## src/rtl/apb_pkg.sv

```systemverilog
`default_nettype none
// ============================================================================
//  Module      : apb_pkg
//  Description : Shared types and default widths for the APB master bridge.
//  Revision    : 1.0
// ============================================================================
package apb_pkg;

    localparam int APB_ADDR_W = 10;
    localparam int APB_DATA_W = 32;

    typedef enum logic [1:0] {
        IDLE   = 2'd0,
        SETUP  = 2'd1,
        ACCESS = 2'd2,
        RESP   = 2'd3
    } apb_mst_state_e;

    typedef struct packed {
        logic [APB_ADDR_W-1:0] addr;
        logic                  write;
        logic [APB_DATA_W-1:0] wdata;
    } apb_cmd_t;

endpackage
`default_nettype wire

```

## src/rtl/apb_timeout_cnt.sv

```systemverilog
`default_nettype none
// ============================================================================
//  Module      : apb_timeout_cnt
//  Description : Saturating ACCESS-phase wait counter; flags the final cycle.
//  Revision    : 1.0
// ============================================================================
module apb_timeout_cnt #(
    parameter int TIMEOUT_CYCLES = 16
) (
    input  logic pclk,
    input  logic presetn,
    input  logic i_clear,
    input  logic i_enable,
    output logic o_expired
);

    localparam int              CNT_W  = $clog2(TIMEOUT_CYCLES + 1);
    localparam logic [CNT_W-1:0] C_LAST = CNT_W'(TIMEOUT_CYCLES - 1);

    if ((TIMEOUT_CYCLES < 2) || (TIMEOUT_CYCLES > 255)) begin : g_bad_timeout
        $error("apb_timeout_cnt: TIMEOUT_CYCLES must be in 2..255");
    end

    logic [CNT_W-1:0] r_count;

    // Holds at the last count so it can never wrap back to zero.
    always_ff @(posedge pclk or negedge presetn) begin
        if (!presetn) begin
            r_count <= '0;
        end else if (i_clear) begin
            r_count <= '0;
        end else if (i_enable && (r_count != C_LAST)) begin
            r_count <= r_count + 1'b1;
        end
    end

    assign o_expired = (r_count == C_LAST);

endmodule
`default_nettype wire

```

## src/rtl/apb_master_bridge.sv

```systemverilog
`default_nettype none
// ============================================================================
//  Module      : apb_master_bridge
//  Description : Single-outstanding command stream to APB master with timeout.
//  Revision    : 1.0
// ============================================================================
module apb_master_bridge
    import apb_pkg::*;
#(
    parameter int ADDR_WIDTH     = APB_ADDR_W,
    parameter int DATA_WIDTH     = APB_DATA_W,
    parameter int TIMEOUT_CYCLES = 16
) (
    input  logic                  pclk,
    input  logic                  presetn,
    input  logic                  cmd_valid,
    output logic                  cmd_ready,
    input  logic [ADDR_WIDTH-1:0] cmd_addr,
    input  logic                  cmd_write,
    input  logic [DATA_WIDTH-1:0] cmd_wdata,
    output logic                  rsp_valid,
    input  logic                  rsp_ready,
    output logic [DATA_WIDTH-1:0] rsp_rdata,
    output logic                  rsp_err,
    output logic                  rsp_timeout,
    output logic [ADDR_WIDTH-1:0] paddr,
    output logic                  psel,
    output logic                  penable,
    output logic                  pwrite,
    output logic [DATA_WIDTH-1:0] pwdata,
    input  logic [DATA_WIDTH-1:0] prdata,
    input  logic                  pready,
    input  logic                  pslverr
);

    apb_mst_state_e        r_state;
    logic [ADDR_WIDTH-1:0] r_paddr;
    logic                  r_psel;
    logic                  r_penable;
    logic                  r_pwrite;
    logic [DATA_WIDTH-1:0] r_pwdata;
    logic                  r_rsp_valid;
    logic [DATA_WIDTH-1:0] r_rsp_rdata;
    logic                  r_rsp_err;
    logic                  r_rsp_timeout;

    logic w_cnt_clear;
    logic w_cnt_enable;
    logic w_expired;

    assign w_cnt_clear  = (r_state == SETUP);
    assign w_cnt_enable = (r_state == ACCESS) && !pready;

    apb_timeout_cnt #(
        .TIMEOUT_CYCLES(TIMEOUT_CYCLES)
    ) u_timeout_cnt (
        .pclk     (pclk),
        .presetn  (presetn),
        .i_clear  (w_cnt_clear),
        .i_enable (w_cnt_enable),
        .o_expired(w_expired)
    );

    always_ff @(posedge pclk or negedge presetn) begin
        if (!presetn) begin
            r_state       <= IDLE;
            r_paddr       <= '0;
            r_psel        <= 1'b0;
            r_penable     <= 1'b0;
            r_pwrite      <= 1'b0;
            r_pwdata      <= '0;
            r_rsp_valid   <= 1'b0;
            r_rsp_rdata   <= '0;
            r_rsp_err     <= 1'b0;
            r_rsp_timeout <= 1'b0;
        end else begin
            case (r_state)
                IDLE: begin
                    if (cmd_valid) begin
                        r_paddr   <= cmd_addr;
                        r_pwrite  <= cmd_write;
                        r_pwdata  <= cmd_wdata;
                        r_psel    <= 1'b1;
                        r_penable <= 1'b0;
                        r_state   <= SETUP;
                    end
                end
                SETUP: begin
                    r_penable <= 1'b1;
                    r_state   <= ACCESS;
                end
                ACCESS: begin
                    // A completion on the final count cycle takes priority over the abort.
                    if (pready) begin
                        r_psel        <= 1'b0;
                        r_penable     <= 1'b0;
                        r_rsp_rdata   <= r_pwrite ? '0 : prdata;
                        r_rsp_err     <= pslverr;
                        r_rsp_timeout <= 1'b0;
                        r_rsp_valid   <= 1'b1;
                        r_state       <= RESP;
                    end else if (w_expired) begin
                        r_psel        <= 1'b0;
                        r_penable     <= 1'b0;
                        r_rsp_rdata   <= '0;
                        r_rsp_err     <= 1'b1;
                        r_rsp_timeout <= 1'b1;
                        r_rsp_valid   <= 1'b1;
                        r_state       <= RESP;
                    end
                end
                RESP: begin
                    if (rsp_ready) begin
                        r_rsp_valid <= 1'b0;
                        r_state     <= IDLE;
                    end
                end
                default: begin
                    r_state <= IDLE;
                end
            endcase
        end
    end

    assign cmd_ready   = (r_state == IDLE);
    assign paddr       = r_paddr;
    assign psel        = r_psel;
    assign penable     = r_penable;
    assign pwrite      = r_pwrite;
    assign pwdata      = r_pwdata;
    assign rsp_valid   = r_rsp_valid;
    assign rsp_rdata   = r_rsp_rdata;
    assign rsp_err     = r_rsp_err;
    assign rsp_timeout = r_rsp_timeout;

endmodule
`default_nettype wire

```

## config.mk

```make
export PLATFORM = sky130hd
export DESIGN_NAME = apb_master_bridge
export DESIGN_NICKNAME = d
export VERILOG_FILES = /design/src/rtl/apb_pkg.sv /design/src/rtl/apb_timeout_cnt.sv /design/src/rtl/apb_master_bridge.sv
export SDC_FILE = /design/constraint.sdc
export NUM_CORES = 1
export LEC_CHECK = 0
export BUFFER_PORTS_ARGS = -buffer_cell sky130_fd_sc_hd__buf_2
export CAP_MARGIN = 0
export CORE_AREA = 4 4 93 95
export CTS_CLUSTER_SIZE = 12
export DETAILED_ROUTE_END_ITERATION = 16
export DIE_AREA = 0 0 97 99
export PLACE_DENSITY = 0.77
export SLEW_MARGIN = 30
export SYNTH_ARGS = -nofsm -noshare
export SYNTH_HDL_FRONTEND = slang
export SYNTH_HIERARCHICAL = 1
export SYNTH_SLANG_ARGS = --single-unit
```

## constraint.sdc

```tcl
create_clock -name pclk -period 2.1 [get_ports pclk]
set_input_delay 0 -clock pclk [delete_from_list [all_inputs] [get_ports pclk]]
set_output_delay 0 -clock pclk [all_outputs]
set_load 0.005 [all_outputs]
```

After elaboration in Yosys (flattened, before gate mapping). Index checks and enable logic that the tools add are counted. Widths: inputs -> output; s select.

Register bits: 87. Input bits: 81. Output and inout bits: 81. Logic and storage cells: 57.

Add/sub/neg operators: 1. Eq/ne operators: 8. Multiplexer cells: 22. Reductions and logical operators: 15.

Operators by type and width (number): $mux 32 (3); $reduce_and 3->1 (4); $mux 5 (2); $mux 1 (9); $mux 2 (4); $pmux 2 s4 (1); $reduce_bool 2->1 (4); $add 5x1->5 const B (1); $eq 5x4->1 const B (1); $ne 5x4->1 const B (1); $eq 2x2->1 const B (2); $ne 2x2->1 const B (2); $pmux 1 s2 (2); $reduce_and 2->1 (2); $ne 3x2->1 const B (1); $pmux 1 s3 (1); $reduce_bool 3->1 (1); $eq 2x1->1 const B (1); $logic_and 1x1->1 (2); $logic_not 2->1 (1); $logic_not 1->1 (1).

Logic depth before layout (Yosys ltp).
Word-level depth: 5. Mapped depth: 8. Depth with buffers taken out: 6.

Cells and area by module. Netlist, hierarchy kept.

By module, submodules not included: apb_master_bridge (times used 1, cells each 268, area each 3253.1 um^2, seq. area each 2052.0 um^2); apb_timeout_cnt (times used 1, cells each 23, area each 260.2 um^2, seq. area each 125.1 um^2).

Worst setup path before layout. No wires, ideal clock.

Path kind: reg2reg. From: register u_timeout_cnt.r_count[0]. To: register r_state[1]. Setup time: 0.128 ns. Arrival time: 1.627 ns. Required time: 1.972 ns. Slack: 0.345 ns. Cell stages (with the launch flop): 7. Path buffers: 0. Period minus slack after synthesis: 1.755 ns. Cells stage by stage: dfrtp_1 ha_1 and3_1 ha_1 nor3b_2 nor3_2 mux2_1.

Longest elaborated chain between the ends: 3.

RTL lines: start: declaration (RTL line apb_timeout_cnt.sv:24) `logic [CNT_W-1:0] r_count;`; start signal: assignment (RTL line apb_timeout_cnt.sv:33) `r_count <= r_count + 1'b1;`; $eq 5x4->1 (RTL line apb_timeout_cnt.sv:37) `assign o_expired = (r_count == C_LAST);`; net w_expired (RTL line apb_master_bridge.sv:49) `logic w_expired;`; $ne 3x2->1 (no source line); $reduce_and 3->1 (no source line); end signal: assignment (RTL line apb_master_bridge.sv:66) `r_state <= IDLE;`; end signal: assignment (RTL line apb_master_bridge.sv:85) `r_state <= SETUP;`; end signal: assignment (RTL line apb_master_bridge.sv:90) `r_state <= ACCESS;`; end: declaration (RTL line apb_master_bridge.sv:36) `apb_mst_state_e r_state;`.

The timed path passes the listed nets, and every way through them passes these cells. A chain may end at the register's enable or synchronous reset.

Worst setup path in the final report.
From: register u_timeout_cnt.r_count[0]. To: register r_penable, in the netlist penable.

Longest elaborated chain between the ends: 3.

RTL lines: $eq 5x4->1 (RTL line apb_timeout_cnt.sv:37); net w_expired (RTL line apb_master_bridge.sv:49); $ne 3x2->1 (no source line); $reduce_and 3->1 (no source line); end signal: assignment (RTL line apb_master_bridge.sv:69) `r_penable <= 1'b0;`; end signal: assignment (RTL line apb_master_bridge.sv:84) `r_penable <= 1'b0;`; end signal: assignment (RTL line apb_master_bridge.sv:89) `r_penable <= 1'b1;`; end: declaration (RTL line apb_master_bridge.sv:39) `logic r_penable;`.

The timed path passes the listed nets, and every way through them passes these cells.

==> summary.md <==
| Metric | Value |
|---|---|
| Routed Antenna Nets | `0` |
| Clk pwr share | `20.0%` |
| Largest net degree at the start of global routing | `69` |
| Slew Limit Fails | `0` |
| Maximum VDD drop | `937.1 uV` |
| Synth Cell Area | `0.003513 mm^2` |
| Grt met3 use | `6.016%` |
| Worst path arrival time | `2.15 ns` |
| Cells after synthesis | `291` |
| Gr busiest metal | `met2` |
| Clock sinks | `87` |
| Net Switching | `2.226 mW` |
| Hold buffer count at cts | `79` |
| DRT Wirelength | `9511 um` |
| Compound-Gate Fraction of Synth Area | `6.303%` |
| Initial antenna violation count | `0` |
| Setup Fix Bufs, Post-CTS | `0` |
| Largest area contributor in the netlist | `dfrtp_1` |
| DRC | `0` |
| Total die area | `0.009603 mm^2` |
| Total track usage | `20.35%` |
| Post-layout net count | `619` |
| Post-CTS sizing | `0` |
| Max Clk Rate | `0.5212 GHz` |
| CTS max path bufs | `2` |
| Num CTS Buffers | `9` |
| RD Place Congestion | `0.8076` |
| EDFF count, synth | `0` |
| Hold Vio Cnt, Final | `0` |
| Post-synthesis simple-gate area fraction | `10.83%` |
| Most frequent cell after synthesis | `dfrtp_1` |
| H-tree Lvls | `3` |
| Outcome | `completed` |
| Kind of critical path | `flop to flop` |
| Number of synthesized register bits | `87` |
| Largest family of logic cells by synthesized area | `multiplexers` |
| Final setup violation count | `0` |
| Sequential group share of total power | `42.0%` |
| Worst reg-to-reg path cell count | `6` |
| First-pass GRT wire length | `15,820 um` |
| Total gr overflow | `0` |
| Yosys top cell area share | `61.97%` |
| Met2 usage | `35.46%` |
| Vias in the first global route | `3,292` |
| Required time worst endpoint | `2.33 ns` |
| Clk root buf | `clkbuf_8` |
| RSZ-0062 raised after global routing | `false` |
| Sequential-to-total area share from yosys stat | `61.97%` |
| Drt first pass iters | `4` |
| Core Area | `0.007727 mm^2` |
| Warning count from the yosys run | `6` |
| Clock Latency Late Sink | `0.35 ns` |
| Met1 Use GR | `23.14%` |
| CTS tree | `yes` |
| Boundary Pins | `162` |
| Switch share | `31.94%` |
| Mapped Nets | `379` |
| Max-slew headroom | `63.75%` |
| Min-delay worst type | `primary input to flop` |
| Count of cell types in the netlist | `28` |
| Post-synth ARST share | `100.0%` |
| Mux cell area share after synthesis | `15.03%` |
| Layout cell share with drive strength beyond 1 | `42.80%` |
| Hold Path Stages | `3` |
| Pleak | `2.725 nW` |
| Die height | `99 um` |
| Final Cycle Share | `91.37%` |
| Wire length per cell | `14.88 um` |
| Max cap viols | `0` |
| Logic pwr share | `38.0%` |
| Die width | `97 um` |
| PD cells | `1271 mW/mm^2` |
| Vias/cell | `4.678` |
| Crit. End Element | `flop` |
| Synth Area in XOR/XNOR | `0.4986%` |
| Least-Margin Pin Slew | `0.5437 ns` |
| Top post-synthesis cells by area | `dfrtp_1, mux2_2, nand2_1` |
| Setup Skew | `0.01161 ns` |
| Top FF cell, synth | `dfrtp_1` |
| Vias post-DR | `2,989` |
| Internal power | `4.743 mW` |
| DP Wirelength | `5978 um` |
| Crit start category | `flop` |
| Iteration-0 DRC Markers | `76` |
| IO Port Bufs | `161` |
| Standard-cell rows | `32` |
| Final total power | `6.969 mW` |
| Reg clk slew, reported paths | `0.08 ns` |
| Setup TNS | `0 ns` |
| Syn avg cell area | `12.07 um^2` |
| Area growth from synthesis to layout | `56.05%` |
| Synth cell count leaders | `dfrtp_1, nand2_1, mux2_2` |
| Final core utilization | `70.95%` |
| Final min period | `1.919 ns` |
| Initial Util | `45.47%` |
| Critical path peak fanout | `5` |
| Fraction of the mapped netlist area in adder cells | `2.493%` |
-- placed cells by master, fill, tap and decap left out, types with 2 or more instances in the layout --
master,n
buf_2,160
dfrtp_1,87
dlygate4sd3_1,79
nand2_1,66
mux2_2,43
o21ai_1,34
clkbuf_8,10
ha_1,7
nor2_1,6
nor2b_1,5
inv_1,4
o21ai_0,4
mux2_1,3
bufinv_16,3
buf_12,3
diode_2,2
buf_4,2
-- power by group through the flow --
stage               Clock (mW)  Sequential, mW  Combinational [mW]
global route              1.50            3.02                2.95
detailed placement           0            2.94                2.56
CTS                       1.43            2.91                2.68
finish                    1.39            2.93                2.65
floorplan                    0            2.99                1.28
global placement             0            2.89                2.46
-- kinds of logic (layout without fill, tap and decap cells) --
| family | count (synthesis) | in the layout |
|---|---|---|
| compound gates | 42 | 42 |
| xor+xnor | 2 | 2 |
| fa+ha+maj | 7 | 7 |
| buf+inv | 19 | 263 |
| flops | 87 | 87 |
| mux | 47 | 47 |
| other cells | 0 | 2 |
| simple gates | 87 | 87 |
-- metal layers --
metal  vias to the layer above  wire (um)
met3                        20        600
li1                       1446          -
met5                         -          0
met1                      1401       3724
met4                         0        209
met2                       122       4976
-- path summary, 6_finish.rpt --
| kind | slack (ns) | to | startpoint |
|---|---|---|---|
| max | 0.18 | penable | u_timeout_cnt/r_count[0] |
| min | 0.03 | psel | cmd_valid |
| max reg2reg | 0.18 | penable | u_timeout_cnt/r_count[0] |
| min reg2reg | 0.48 | rsp_err | rsp_err |
| max in group asynchronous | 1.27 | u_timeout_cnt/r_count[1] | presetn |
| min in group asynchronous | 0.18 | paddr[4] | presetn |
-- state kept, by name, indices dropped and copies added (netlist names) --
signal / cells
paddr: 10
penable: 1
psel: 1
pwdata: 32
pwrite: 1
r_state: 2
rsp_err: 1
rsp_rdata: 32
rsp_timeout: 1
rsp_valid: 1
u_timeout_cnt/r_count: 5
-- cell type report --
| class | count | area (um^2) |
|---|---|---|
| fill | 524 | 2245 |
| sequential | 87 | 2177 |
| timing repair buffer | 244 | 1667 |
| multi-input combinational | 185 | 1247 |
| clock buffer | 10 | 137.6 |
| tap | 102 | 127.6 |
| clock inverter | 5 | 106.4 |
| inverter | 4 | 15.01 |
| antenna | 2 | 5.005 |
-- stage by stage --
| step | setup slack [ns] | hold slack, ns | instance area (um^2) | instances |
|---|---|---|---|---|
| floorplan | 0.3449 | -0.2956 | 3513 | 291 |
| global placement | 0.2588 | 0.02661 | 4443 | 543 |
| detailed placement | 0.1957 | 0.02446 | 4443 | 543 |
| CTS | 0.1866 | 0.008826 | 5478 | 637 |
| global route | 0.07743 | 0.04907 | 5478 | 637 |
| finish | 0.1813 | 0.02721 | 5483 | 639 |
-- worst max-delay path: stages (launching register included) --
cell and delay, ns:
dfrtp_1 0.41, ha_1 0.21, and3_1 0.17, ha_1 0.32, nor3b_2 0.29, nor3_1 0.10, mux2_1 0.31
(Power assumes the default switching activity.)
